[config.mk]
export PLATFORM = sky130hd
export DESIGN_NAME = change_dispense_ctrl
export DESIGN_NICKNAME = d
export VERILOG_FILES = /design/src/rtl/change_dispense_ctrl.sv
export SDC_FILE = /design/constraint.sdc
export NUM_CORES = 1
export LEC_CHECK = 0
export CORE_MARGIN = 2
export CORE_UTILIZATION = 57
export DETAILED_ROUTE_END_ITERATION = 7
export GPL_TIMING_DRIVEN = 0
export PLACE_DENSITY = 0.9
export SYNTH_ARGS = -nofsm -noshare
export SYNTH_HDL_FRONTEND = slang
export SYNTH_SLANG_ARGS = --single-unit
[constraint.sdc]
create_clock -name sys_clk -period 5.5 [get_ports sys_clk]
set_input_delay 1.1 -clock sys_clk [delete_from_list [all_inputs] [get_ports sys_clk]]
set_output_delay 1.1 -clock sys_clk [all_outputs]
set_load 0.01 [all_outputs]
[src/rtl/change_dispense_ctrl.sv]
// Change payout sequencer: greedy 50/20/10/5/1 breakdown, one req/ack handshake
// per piece, skipping empty denominations, with done/fault/progress reporting.
module change_dispense_ctrl #(
  parameter int unsigned AMT_W       = 8,
  parameter int unsigned ACK_TIMEOUT = 255,
  parameter int unsigned GAP_CYCLES  = 2
) (
  input  logic             sys_clk,
  input  logic             sys_rst_n,
  input  logic             start,
  input  logic [AMT_W-1:0] change_amount,
  input  logic             abort,
  input  logic [4:0]       inv_empty,
  input  logic             disp_ack,
  output logic             disp_req,
  output logic [2:0]       disp_denom,
  output logic             busy,
  output logic             done,
  output logic             fault,
  output logic [AMT_W-1:0] remaining,
  output logic [5:0]       piece_cnt
);

  localparam int unsigned TMR_W = (ACK_TIMEOUT > 1) ? $clog2(ACK_TIMEOUT) : 1;
  localparam int unsigned GAP_W = (GAP_CYCLES > 1) ? $clog2(GAP_CYCLES) : 1;
  localparam logic [TMR_W-1:0] TMR_LAST = TMR_W'(ACK_TIMEOUT - 1);
  localparam logic [GAP_W-1:0] GAP_LAST = GAP_W'((GAP_CYCLES > 0) ? GAP_CYCLES - 1 : 0);

  typedef enum logic [2:0] {
    S_IDLE,
    S_SELECT,
    S_REQ,
    S_GAP,
    S_DONE,
    S_FAULT
  } state_t;

  state_t           state;
  logic [TMR_W-1:0] timer;
  logic [GAP_W-1:0] gap_cnt;
  logic [2:0]       sel_code_c;

  // Denomination code to its value in amount units.
  function automatic logic [AMT_W-1:0] denom_value(input logic [2:0] code);
    case (code)
      3'd1:    return AMT_W'(1);
      3'd2:    return AMT_W'(5);
      3'd3:    return AMT_W'(10);
      3'd4:    return AMT_W'(20);
      3'd5:    return AMT_W'(50);
      default: return '0;
    endcase
  endfunction

  // Largest stocked denomination not exceeding what is still owed; 0 if none.
  always_comb begin
    sel_code_c = 3'd0;
    if (!inv_empty[4] && remaining >= AMT_W'(50))      sel_code_c = 3'd5;
    else if (!inv_empty[3] && remaining >= AMT_W'(20)) sel_code_c = 3'd4;
    else if (!inv_empty[2] && remaining >= AMT_W'(10)) sel_code_c = 3'd3;
    else if (!inv_empty[1] && remaining >= AMT_W'(5))  sel_code_c = 3'd2;
    else if (!inv_empty[0] && remaining >= AMT_W'(1))  sel_code_c = 3'd1;
  end

  always_ff @(posedge sys_clk or negedge sys_rst_n) begin
    if (!sys_rst_n) begin
      state      <= S_IDLE;
      disp_req   <= 1'b0;
      disp_denom <= 3'd0;
      busy       <= 1'b0;
      done       <= 1'b0;
      fault      <= 1'b0;
      remaining  <= '0;
      piece_cnt  <= 6'd0;
      timer      <= '0;
      gap_cnt    <= '0;
    end else begin
      done <= 1'b0;
      case (state)
        S_IDLE: begin
          if (start) begin
            state     <= S_SELECT;
            busy      <= 1'b1;
            remaining <= change_amount;
            piece_cnt <= 6'd0;
            fault     <= 1'b0;
          end
        end
        S_SELECT: begin
          if (remaining == '0) begin
            state <= S_DONE;
            done  <= 1'b1;
          end else if (sel_code_c != 3'd0) begin
            state      <= S_REQ;
            disp_req   <= 1'b1;
            disp_denom <= sel_code_c;
            timer      <= '0;
          end else begin
            state <= S_FAULT;
            fault <= 1'b1;
          end
        end
        S_REQ: begin
          if (disp_ack) begin
            remaining  <= remaining - denom_value(disp_denom);
            if (piece_cnt != 6'd63) piece_cnt <= piece_cnt + 6'd1;
            disp_req   <= 1'b0;
            disp_denom <= 3'd0;
            gap_cnt    <= '0;
            state      <= (GAP_CYCLES > 0) ? S_GAP : S_SELECT;
          end else if (timer == TMR_LAST) begin
            disp_req   <= 1'b0;
            disp_denom <= 3'd0;
            fault      <= 1'b1;
            state      <= S_FAULT;
          end else begin
            timer <= timer + TMR_W'(1);
          end
        end
        S_GAP: begin
          if (gap_cnt == GAP_LAST) state <= S_SELECT;
          else                     gap_cnt <= gap_cnt + GAP_W'(1);
        end
        S_DONE: begin
          state <= S_IDLE;
          busy  <= 1'b0;
        end
        S_FAULT: begin
          state <= S_FAULT;
        end
        default: begin
          state <= S_IDLE;
          busy  <= 1'b0;
        end
      endcase

      // Abort wins over any transition but keeps an ack taken this cycle.
      if (abort && state != S_IDLE) begin
        state      <= S_IDLE;
        busy       <= 1'b0;
        disp_req   <= 1'b0;
        disp_denom <= 3'd0;
        done       <= 1'b0;
        fault      <= fault;
      end
    end
  end

endmodule

---- Word level (Yosys, flattened, before mapping) ----
Index checks and enable logic that the tools add are counted.
cells by class
  add/sub/neg operators ................... 4
  magnitude comparators ................... 5
  eq/ne operators ......................... 26
  multiplexer cells ....................... 55
  bitwise gates (word level) .............. 1
  reduce and logical (&&, ||, !) cells .... 29
operators with widths
  operator             number
  $mux 8               8
  $mux 3               14
  $pmux 8 s2           2
  $pmux 6 s5           1
  $mux 1               18
  $mux 6               3
  $ne 2x2->1 const B   9
  $pmux 3 s5           1
  $eq 3x2->1 const B   4
  $ne 3x3->1 const B   4
  $pmux 6 s2           1
  $reduce_bool 3->1    4
  $eq 3x3->1 const B   3
  $add 8x1->8 const B  1
  $eq 8x8->1 const B   1
  $ge 8x1->1 const B   1
  $ge 8x3->1 const B   1
  $ge 8x4->1 const B   1
  $ge 8x5->1 const B   1
  $ge 8x6->1 const B   1
  $logic_not 8->1      1
  $reduce_and 4->1     2
  $sub 8x8->8          1
  $reduce_and 7->1     1
  other kinds (19)     36
word-level totals
  bits in registers ....................... 33
  bits of input ports ..................... 18
  output and inout port bits .............. 21
  logic and storage cells ................. 130

---- Longest topological paths before layout ----
Gate-level depths: netlist of run 1.
  word-level depth ........................ 12
  depth in mapped cells ................... 13
  mapped depth without buffers ............ 13

---- Least setup slack after synthesis of run 1 ----
OpenSTA, ideal clock, no wires.
  kind .................................... register to register
  from .................................... register disp_denom[1]
  to ...................................... register remaining[6]
  library setup time ...................... 129 ps
  arrival time ............................ 2398 ps
  required time ........................... 5371 ps
  path slack .............................. 2972 ps
  stages on the path, launching flop included .. 14
  buffers on the path ..................... 0
  period minus slack after synthesis ...... 2528 ps
  path through ............................ dfrtp_1 -> inv_1 -> ha_1 -> nor2_1 -> mux2i_1 -> nor2_1 -> ha_1 -> fa_1 -> nor2b_1 -> o21ai_0 -> a21boi_0 -> o21ai_0 -> a31oi_1 -> o2bb2ai_1
on the way
  cells in the longest elaborated chain, start to end .. 7
  elaborated cells between the ends (all ways) .. 11
  classes of those cells .................. add/sub: 1; eq/ne: 5; mux: 5
ends and longest elaborated chain
  element                                   RTL line  source
  start, declared                           16        output logic [2:0] disp_denom,
  start signal, assigned                    96        disp_denom <= sel_code_c;
  $eq 3x3->1, or another cell as far along  45        case (code)
  $pmux 6 s5 *                              45
  $mux 8 *                                  104       if (disp_ack) begin
  $mux 8 *                                  79        case (state)
  $sub 8x8->8 *                             105       remaining <= remaining - denom_value(disp_denom);
  $mux 8 *                                  104
  $pmux 8 s2 *                              79
  end signal, assigned                      84        remaining <= change_amount;
  end signal, assigned                      105
  end, declared                             20        output logic [AMT_W-1:0] remaining,
Mark *: on every way between the ends. The rest lies on a longest branch, timed or not. The select of a mux whose other input is x is not followed.
A chain may end at the register's enable or synchronous reset.

---- Final worst setup path of run 1 ----
Same ends and word-level chain as after synthesis.

==> results of run 1 <==
[worst reg2reg max path: stages, from the launching register on]
cell and delay, ns:
dfrtp_1 0.44, inv_1 0.08, ha_1 0.30, nor2_1 0.06
mux2i_1 0.13, nor2_1 0.06, ha_1 0.22, fa_1 0.42
nor2b_1 0.19, o21ai_0 0.12, a21boi_0 0.23, o21ai_0 0.16
a31oi_1 0.20, o2bb2ai_1 0.09
[cells by family (layout without fill, tap and decap cells)]
group,after synthesis,count (layout),share of synthesized area [%]
muxes,3,3,1.341
DFF,33,33,36.87
buffers and inverters,24,69,4.246
adders and majority gates,11,11,6.480
and+or+nand+nor,120,120,26.54
AOI/OAI and AO/OA,70,70,21.40
xor gates and xnor gates,8,8,3.128
[how the worst max path moves through the flow]
stage                              startpoint                       end  slack, ns  cells past startpoint
floorplan           disp_denom[1]$_DFFE_PN0P_  remaining[6]$_DFFE_PN0P_       2.97                     13
detailed placement                      start  remaining[7]$_DFFE_PN0P_       2.51                      7
finish              disp_denom[1]$_DFFE_PN0P_  remaining[6]$_DFFE_PN0P_       2.67                     13
global route        disp_denom[1]$_DFFE_PN0P_  remaining[6]$_DFFE_PN0P_       2.40                     13
global placement                        start  remaining[7]$_DFFE_PN0P_       2.54                      7
CTS                 disp_denom[1]$_DFFE_PN0P_  remaining[6]$_DFFE_PN0P_       2.70                     13
[registers in the layout, summed over array words and instances, names as in the netlist]
| signal | flops |
|---|---|
| gap_cnt | 1 |
| piece_cnt | 6 |
| busy | 1 |
| timer | 8 |
| disp_req | 1 |
| state | 3 |
| disp_denom | 3 |
| done | 1 |
| remaining | 8 |
| fault | 1 |
[power breakdown]
part | switching (mW) | total [mW] | internal [mW]
clock | 0.0942 | 0.242 | 0.148
sequential | 0.0953 | 0.403 | 0.308
combinational | 0.385 | 0.696 | 0.311
[cell type report]
class / count / area (sq um)
multi-input combinational: 212 / 1319
fill: 272 / 934.6
sequential: 33 / 825.8
timing repair buffer: 37 / 365.4
clock buffer: 7 / 86.33
tap: 48 / 60.06
inverter: 13 / 48.80
buffer: 11 / 46.29
clock inverter: 1 / 30.03
[layer usage]
| layer | wire (microns) | global-route usage [%] |
|---|---|---|
| met5 | 0 | 0 |
| met4 | 106 | 12.50 |
| met3 | 392 | 6.419 |
| met2 | 2906 | 48.75 |
| met1 | 2424 | 36.64 |
[cell usage in the layout (no fill, tap or decap), drive strengths merged, types with 5 or more instances in the layout]
cell            n
nand2          32
dfrtp          33
clkbuf         14
nand3          10
inv            13
a21oi          14
clkdlybuf4s50  36
ha             10
nor3           14
buf             5
nor2           33
o21ai          20
nor2b           7
[through the flow]
| stage | setup slack [ns] | utilization [%] | area, sq um |
|---|---|---|---|
| floorplan | 2.972 | - | 2240 |
| global placement | 2.536 | 71.85 | 2670 |
| detailed placement | 2.507 | 71.72 | 2665 |
| CTS | 2.705 | 74.85 | 2781 |
| global route | 2.400 | 74.85 | 2781 |
| finish | 2.671 | 74.85 | 2781 |
==> results.toml, run 1 <==
[synthesis]
ys_seq_area_share_pct = 36.87
synth_flop_cell = "dfrtp_1"
avgSynthCellArea_sq_um = 8.326
synth_edf_count = 0
synth_cell_types = 50
synth_common_cells = "33 x dfrtp_1, 33 x nor2_1, 32 x nand2_1, 18 x o21ai_0, 14 x a21oi_1"
syn_nets = 298
syn_inst = 269
syn_area_sq_um = 2240
ys_ff_latch = 33
synth_top_area_share_pct = 36.87
synthArstFlopShare_pct = 100.0
yosys_warnings = 0
synth_largest_area_cell = "dfrtp_1"
synth.area.top_cells = "dfrtp_1 37%, ha_1 5.6%, nor2_1 5.5%"

[finish]
final_nets = 342
n_antenna_cell = 0
fin_cells = 362
area_growth_pct = 24.19
drive_gt1_share_pct = 6.369

[global_route]
grt_pass1_vias = 2118
grt_usage_pct = 29.35
grt_max_degree = 34
antenna_found_initial = 0
grt_pass1_wl_microns = 9680
grt_overflow = 0

[sta]
tightest_slew_ns = 0.7435
drv_slew = 0
hold_violations = 0
finalSetupViolations = 0
clock.fmax_mhz = 353.5
fin_hold_ws_ns = 0.5108
fin_crit_sh_pct = 51.44
period_needed_ns = 2.829
final.setup.tns_ns = 0
clock-skew-final_ns = 0.008420
rsz0062_at_grt = "false"
slew_headroom_pct = 50.44

[setup_path]
worstPathCellList = "inv_1 > ha_1 > nor2_1 > mux2i_1 > nor2_1 > ha_1 > fa_1 > nor2b_1 > o21ai_0 > a21boi_0 > o21ai_0 > a31oi_1 > o2bb2ai_1"
critPathMaxFanout = 5
cp_data_arrival_time_ns = 2.99
worstReg2RegStart = "disp_denom[1]$_DFFE_PN0P_"
cp_slowest_stage_delay_ns = 0.44
ff2ff_setup_slack_ns = 2.67
slowest_stage = "dfrtp_1"
worst_r2r_path_depth = 13
r2r_end = "remaining[6]$_DFFE_PN0P_"
crit_type = "flip-flop to flip-flop"
path_buf_inv = 1
cpLargestDelayFamily = "adder cells"
cp.required_ns = 5.66
critPathLaunchType = "flip-flop"
critPathCaptureType = "flip-flop"

[cts]
clk_pin_slew_worst_paths_ns = 0.07
cts_buffers = 5
tritoncts = "built"
h-tree-depth = 2
cts_setup_buffers = 0
cts_resized = 0
cts-root-buf = "clkbuf_8"
hold_buffers = 0
clockBufferDepth = 2
clock_latency_ns = 0.29
cts.sinks = 33

[floorplan]
die_w_microns = 66.69
row_count = 22
io_pins = 39
core_sq_um = 3716
die_h_microns = 66.69
initial_core_util_pct = 60.27
dieArea_sq_um = 4447

[drt]
postRouteWirelength_microns = 5829
drc = 0
antenna_left = 0
vias = 2208
wl_per_cell_microns = 16.10
drt-initial-drc-count = 232
vias_per_cell = 6.099
first_pass_iters = 5

[run]
cap_violations = 0

[hold_path]
hold_depth = 2
min_from = "fault$_DFFE_PN0P_"
min_path_type = "flip-flop to flip-flop"
holdPathEnd = "fault$_DFFE_PN0P_"

[power]
power.leakage_nw = 1.192
vdd_drop_max_v = 0.0002422
p_per_area_nw_per_um2 = 482.2
power_mw = 1.341

[place]
hpwl_microns = 4013
gp_congestion = 0.8548
dp_cells = 354
io_buffers = 37

[run_status]
status = "complete, no violations"
Power figures use the tool's default switching activity.
==> inputs of run 2 (changes only) <==
CORE_UTILIZATION = 48   (was 57)
PLACE_DENSITY = 0.81   (was 0.9)
clock period = 2.6 ns   (was 5.5 ns; I/O delays follow)
==> run 2 against run 1 <==
  * Clock skew shrank 0.0038 ns
  * Die area grew 18%
  * Sequential power grew 110%
  * Register-to-register slack lost 2.6 ns
  * Non-clock buffer count grew 3
  * Fmax grew 14%
  * Critical path type unchanged
  * Largest power group unchanged
==> results.toml, run 2 (synthesis gave the netlist of run 1 again) <==
[place]
io_buffers = 37
gp_congestion = 0.8988
hpwl_microns = 3997
placed_area_sq_um = 2670

[floorplan]
initial_core_util_pct = 50.74
die_h_microns = 72.31
row_count = 24
die_w_microns = 72.31
core_sq_um = 4414
io_pins = 39
dieArea_sq_um = 5228

[power]
p_int_mw = 1.567
p_seq_share_pct = 30.4
p_per_area_nw_per_um2 = 986.5
clockPowerShare_pct = 14.6
p_sw_mw = 1.207
netSwitchingFraction_pct = 43.52
vdd_drop_max_v = 0.0005239
power.leakage_nw = 1.197
combPwrFrac_pct = 54.9

[cts]
cts-root-buf = "clkbuf_8"
h-tree-depth = 2
clk_pin_slew_worst_paths_ns = 0.07
cts.sinks = 33
clockBufferDepth = 2
clock_latency_ns = 0.29
cts_buffers = 5
tritoncts = "built"

[drt]
vias_per_cell = 5.772
wl_per_cell_microns = 15.24
first_pass_iters = 4
drc = 0
antenna_left = 0
vias = 2124
postRouteWirelength_microns = 5608
drt-initial-drc-count = 154

[sta]
period_needed_ns = 2.479
tightest_slew_ns = 0.7582
clock.fmax_mhz = 403.3
hold_violations = 0
finalSetupViolations = 0
slew_headroom_pct = 49.45
drv_slew = 0
final.setup.tns_ns = 0
clock-skew-final_ns = 0.004624
fin_crit_sh_pct = 95.36

[global_route]
grt_max_degree = 34
grt_overflow = 0
antenna_found_initial = 0
grt_pass1_wl_microns = 9515
grt_usage_pct = 23.38
grt_pass1_vias = 2062

[finish]
layout_commonest_cell = "clkdlybuf4s50_1"
final_cell_mix = "36 x clkdlybuf4s50_1, 33 x nor2_1, 32 x nand2_1, 32 x dfrtp_1, 15 x o21ai_0"
area_growth_pct = 25.59
final_nets = 345
n_antenna_cell = 0
n_fill_cell = 381
drive_gt1_share_pct = 9.494
final_design_area_no_fill_sq_um = 2813
largestRegisters = "remaining x8, timer x8, piece_cnt x6"

[setup_path]
slowest_stage = "dfrtp_2"
crit_type = "flip-flop to flip-flop"
critPathLaunchType = "flip-flop"
ff2ff_setup_slack_ns = 0.12
cp.required_ns = 2.76
worstReg2RegStart = "disp_denom[2]$_DFFE_PN0P_"
critPathCaptureType = "flip-flop"
cp_data_arrival_time_ns = 2.64
worst_r2r_path_depth = 12
critPathMaxFanout = 6
worstPathCellList = "ha_4 > nor2_1 > mux2i_1 > nor2_1 > ha_2 > fa_2 > nor2b_4 > o21ai_1 > a21boi_1 > o21ai_1 > a31oi_1 > o2bb2ai_1"
cp_slowest_stage_delay_ns = 0.46
r2r_end = "remaining[6]$_DFFE_PN0P_"

[hold_path]
min_path_type = "primary input to asynchronous set/reset pin"

[run_status]
status = "complete, no violations"

[run]
cap_violations = 0
[run 2: power groups by stage]
stage / logic (mW) / clock network [mW] / registers [mW]
floorplan: 0.912 / 0 / 0.855
global placement: 1.39 / 0 / 0.846
detailed placement: 1.43 / 0 / 0.850
CTS: 1.46 / 0.415 / 0.835
global route: 1.70 / 0.435 / 0.873
finish: 1.52 / 0.406 / 0.845
[run 2: worst max path at each step]
stage                                    startpoint                        to  slack [ns]  depth (start not counted)
after floorplan           disp_denom[1]$_DFFE_PN0P_  remaining[6]$_DFFE_PN0P_        0.07                         13
after global placement    disp_denom[1]$_DFFE_PN0P_  remaining[6]$_DFFE_PN0P_       -0.12                         13
after detailed placement  disp_denom[1]$_DFFE_PN0P_  remaining[6]$_DFFE_PN0P_       -0.18                         13
after CTS                 disp_denom[2]$_DFFE_PN0P_  remaining[6]$_DFFE_PN0P_       0.004                         12
after global routing      disp_denom[2]$_DFFE_PN0P_  remaining[6]$_DFFE_PN0P_       -0.01                         12
final                     disp_denom[2]$_DFFE_PN0P_  remaining[6]$_DFFE_PN0P_        0.12                         12
[run 2: layout make-up]
type | instances | area [sq um] | share of cell area (%)
buffer | 11 | 46.29 | 1.646
clock buffer | 6 | 82.58 | 2.936
clock inverter | 1 | 7.507 | 0.2669
inverter | 13 | 48.80 | 1.735
multi-input combinational | 212 | 1348 | 47.91
sequential | 33 | 827.0 | 29.40
tap | 52 | 65.06 | 2.313
timing repair buffer | 40 | 387.9 | 13.79
[run 2: stage by stage]
step | power [mW] | worst slack [ns] | instances | util, % | hold slack, ns
after floorplan | 1.767 | 0.07247 | 269 | - | 0.2244
after global placement | 2.238 | -0.1200 | 358 | 60.60 | 0.4928
after global routing | 3.005 | -0.01244 | 368 | 63.72 | 0.3609
after detailed placement | 2.278 | -0.1792 | 358 | 60.49 | 0.4992
after CTS | 2.714 | 0.004493 | 366 | 62.76 | 0.3276
final | 2.775 | 0.1207 | 368 | 63.72 | 0.2961
[run 2: routing by layer]
metal / track usage [%] / part of all wire (%) / vias to the layer above
met2: 37.41 / 47 / 56
met3: 4.722 / 6.4 / 6
met4: 8.176 / 1.2 / 0
met1: 31.61 / 45 / 1003
met5: 0 / 0 / -
li1: - / - / 1059
[run 2: worst max-delay path: cells and delay by family (launching register included)]
kind / cells / cell delay (ns)
multiplexers: 1 / 0.13
AO/OA/AOI/OAI: 5 / 0.67
flip-flops: 1 / 0.46
AND/OR/NAND/NOR: 3 / 0.25
adder cells (fa/ha/maj): 3 / 0.83
[run 2: timing repair]
item / CTS / global route
buffers inserted: 1 / 2
endpoints found under the hold margin: 0 / 0
resized for setup: 4 / 8
pin swaps: 1 / 6
hold buffers: 0 / 0
endpoints found under the setup margin: 4 / 4
==> inputs of run 3 (changes only) <==
PLACE_DENSITY = 0.77   (was 0.81)
==> run 3 against run 2 <==
  * Global-route usage is 0.46 points higher
  * Power is 2.7% higher
  * Design area is 0.27% higher
  * Wire length is 0.36% lower
  * Largest power group unchanged
  * Fmax is 0.79% lower
  * Via count hardly changed
  * Largest cell class unchanged
  * Final cell count stayed put
  * Register-to-register slack worse by 0.02 ns
  * Critical endpoint unchanged
  * Flip-flop and latch count stayed put
  * Critical path type unchanged
  * Hold slack worse by 0.0017 ns
  * Count of clock-buffer cells in the layout stayed put
  * First-iteration DRC count is 44% lower
==> results.toml, run 3 (synthesis gave the netlist of run 1 again) <==
[power]
p_per_area_nw_per_um2 = 1010
power.leakage_nw = 1.199
power_mw = 2.849
vdd_drop_max_v = 0.0005032

[place]
hpwl_microns = 4118
io_buffers = 37
gp_congestion = 0.8915

[setup_path]
cp.required_ns = 2.76
worstPathCellList = "ha_1 > nor2_1 > mux2i_1 > nor2_1 > ha_2 > fa_2 > nor2b_2 > o21ai_1 > a21boi_1 > o21ai_1 > a31oi_1 > o2bb2ai_1"
crit_type = "flip-flop to flip-flop"
critPathCaptureType = "flip-flop"
critPathMaxFanout = 6
path_buf_inv = 0
cpLargestDelayFamily = "adder cells"
slowest_stage = "dfrtp_2"
cp_data_arrival_time_ns = 2.66
cp_slowest_stage_delay_ns = 0.44
critPathLaunchType = "flip-flop"

[cts]
clock_latency_ns = 0.29
cts-root-buf = "clkbuf_8"
h-tree-depth = 2
clk_pin_slew_worst_paths_ns = 0.08
cts.sinks = 33
hold_buffers = 0
tritoncts = "built"
cts_buffers = 5
clockBufferDepth = 2

[drt]
wl_per_cell_microns = 15.18
vias_per_cell = 5.777
vias = 2126
drc = 0
postRouteWirelength_microns = 5588
antenna_left = 0
drt-initial-drc-count = 86
first_pass_iters = 4

[finish]
n_fill_cell = 397
multi_input_area_sq_um = 1333
register_area_sq_um = 827.0
n_antenna_cell = 0
area_growth_pct = 25.92
final_nets = 344
final_cell_mix = "36 x clkdlybuf4s50_1, 33 x nor2_1, 32 x nand2_1, 32 x dfrtp_1, 15 x o21ai_0"
layout_commonest_cell = "clkdlybuf4s50_1"
final_util_pct = 63.89
drive_gt1_share_pct = 9.177
largestRegisters = "remaining x8, timer x8, piece_cnt x6"

[sta]
drv_slew = 0
clock-skew-final_ns = 0.006398
hold_violations = 0
final.setup.tns_ns = 0
finalSetupViolations = 0
fin_hold_ws_ns = 0.2944
clock.fmax_mhz = 400.2
rsz0062_at_grt = "true"
tightest_slew_ns = 0.7503
period_needed_ns = 2.499
fin_crit_sh_pct = 96.12
slew_headroom_pct = 49.98

[floorplan]
initial_core_util_pct = 50.74
die_w_microns = 72.31
dieArea_sq_um = 5228
core_sq_um = 4414
io_pins = 39
die_h_microns = 72.31
row_count = 24

[run]
cap_violations = 0

[global_route]
grt_pass1_wl_microns = 9708
antenna_found_initial = 0
grt_pass1_vias = 2072
grt_usage_pct = 23.84
grt_overflow = 0
grt_max_degree = 34

[run_status]
status = "complete, no violations"

[hold_path]
min_path_type = "primary input to asynchronous set/reset pin"
-- run 3: through the flow --
stage               instance area (sq um)  cells  worst slack, ns
global route                         2820    368         -0.01248
floorplan                            2240    269          0.07247
global placement                     2675    358          -0.1309
finish                               2820    368           0.1010
CTS                                  2801    367         0.009634
detailed placement                   2670    358          -0.1813
-- run 3: repair_timing --
| action | CTS | global route |
|---|---|---|
| resized for setup | 5 | 5 |
| setup buffers | 1 | 1 |
| endpoints found under the setup margin | 4 | 4 |
| pin swaps | 1 | 1 |
| hold endpoints to repair | 0 | 0 |
-- run 3: final timing paths --
kind                       cells past startpoint                 startpoint                   endpoint  slack, ns
setup / recovery                              12  disp_denom[2]$_DFFE_PN0P_   remaining[6]$_DFFE_PN0P_       0.10
hold / removal                                 1                  sys_rst_n   piece_cnt[0]$_DFFE_PN0P_       0.29
setup reg to reg                              12  disp_denom[2]$_DFFE_PN0P_   remaining[6]$_DFFE_PN0P_       0.10
hold reg to reg                                1       disp_req$_DFFE_PN0P_       disp_req$_DFFE_PN0P_       0.51
max in group asynchronous                      1                  sys_rst_n  disp_denom[2]$_DFFE_PN0P_       1.79
min in group sys_clk                           1       disp_req$_DFFE_PN0P_       disp_req$_DFFE_PN0P_       0.51
-- run 3: final cells by class --
class                   instances  share of cell area (%)
repair buffers                 39                   13.49
clock inverters                 2                   1.331
multi-input cells             212                   47.25
inverters                      13                   1.730
clock buffers                   6                   2.928
well taps                      52                   2.307
flip-flops and latches         33                   29.33
plain buffers                  11                   1.642
-- run 3: where the power goes --
part,switching [mW],internal [mW]
sequential,0.185,0.652
combinational,0.812,0.684
clock,0.204,0.312
-- run 3: routing by layer --
layer | track usage [%] | wire (microns) | up-vias
met5 | 0 | 0 | -
met4 | 7.547 | 63 | 0
met3 | 3.472 | 261 | 7
met2 | 39.25 | 2723 | 55
met1 | 32.44 | 2539 | 1013
li1 | - | - | 1051
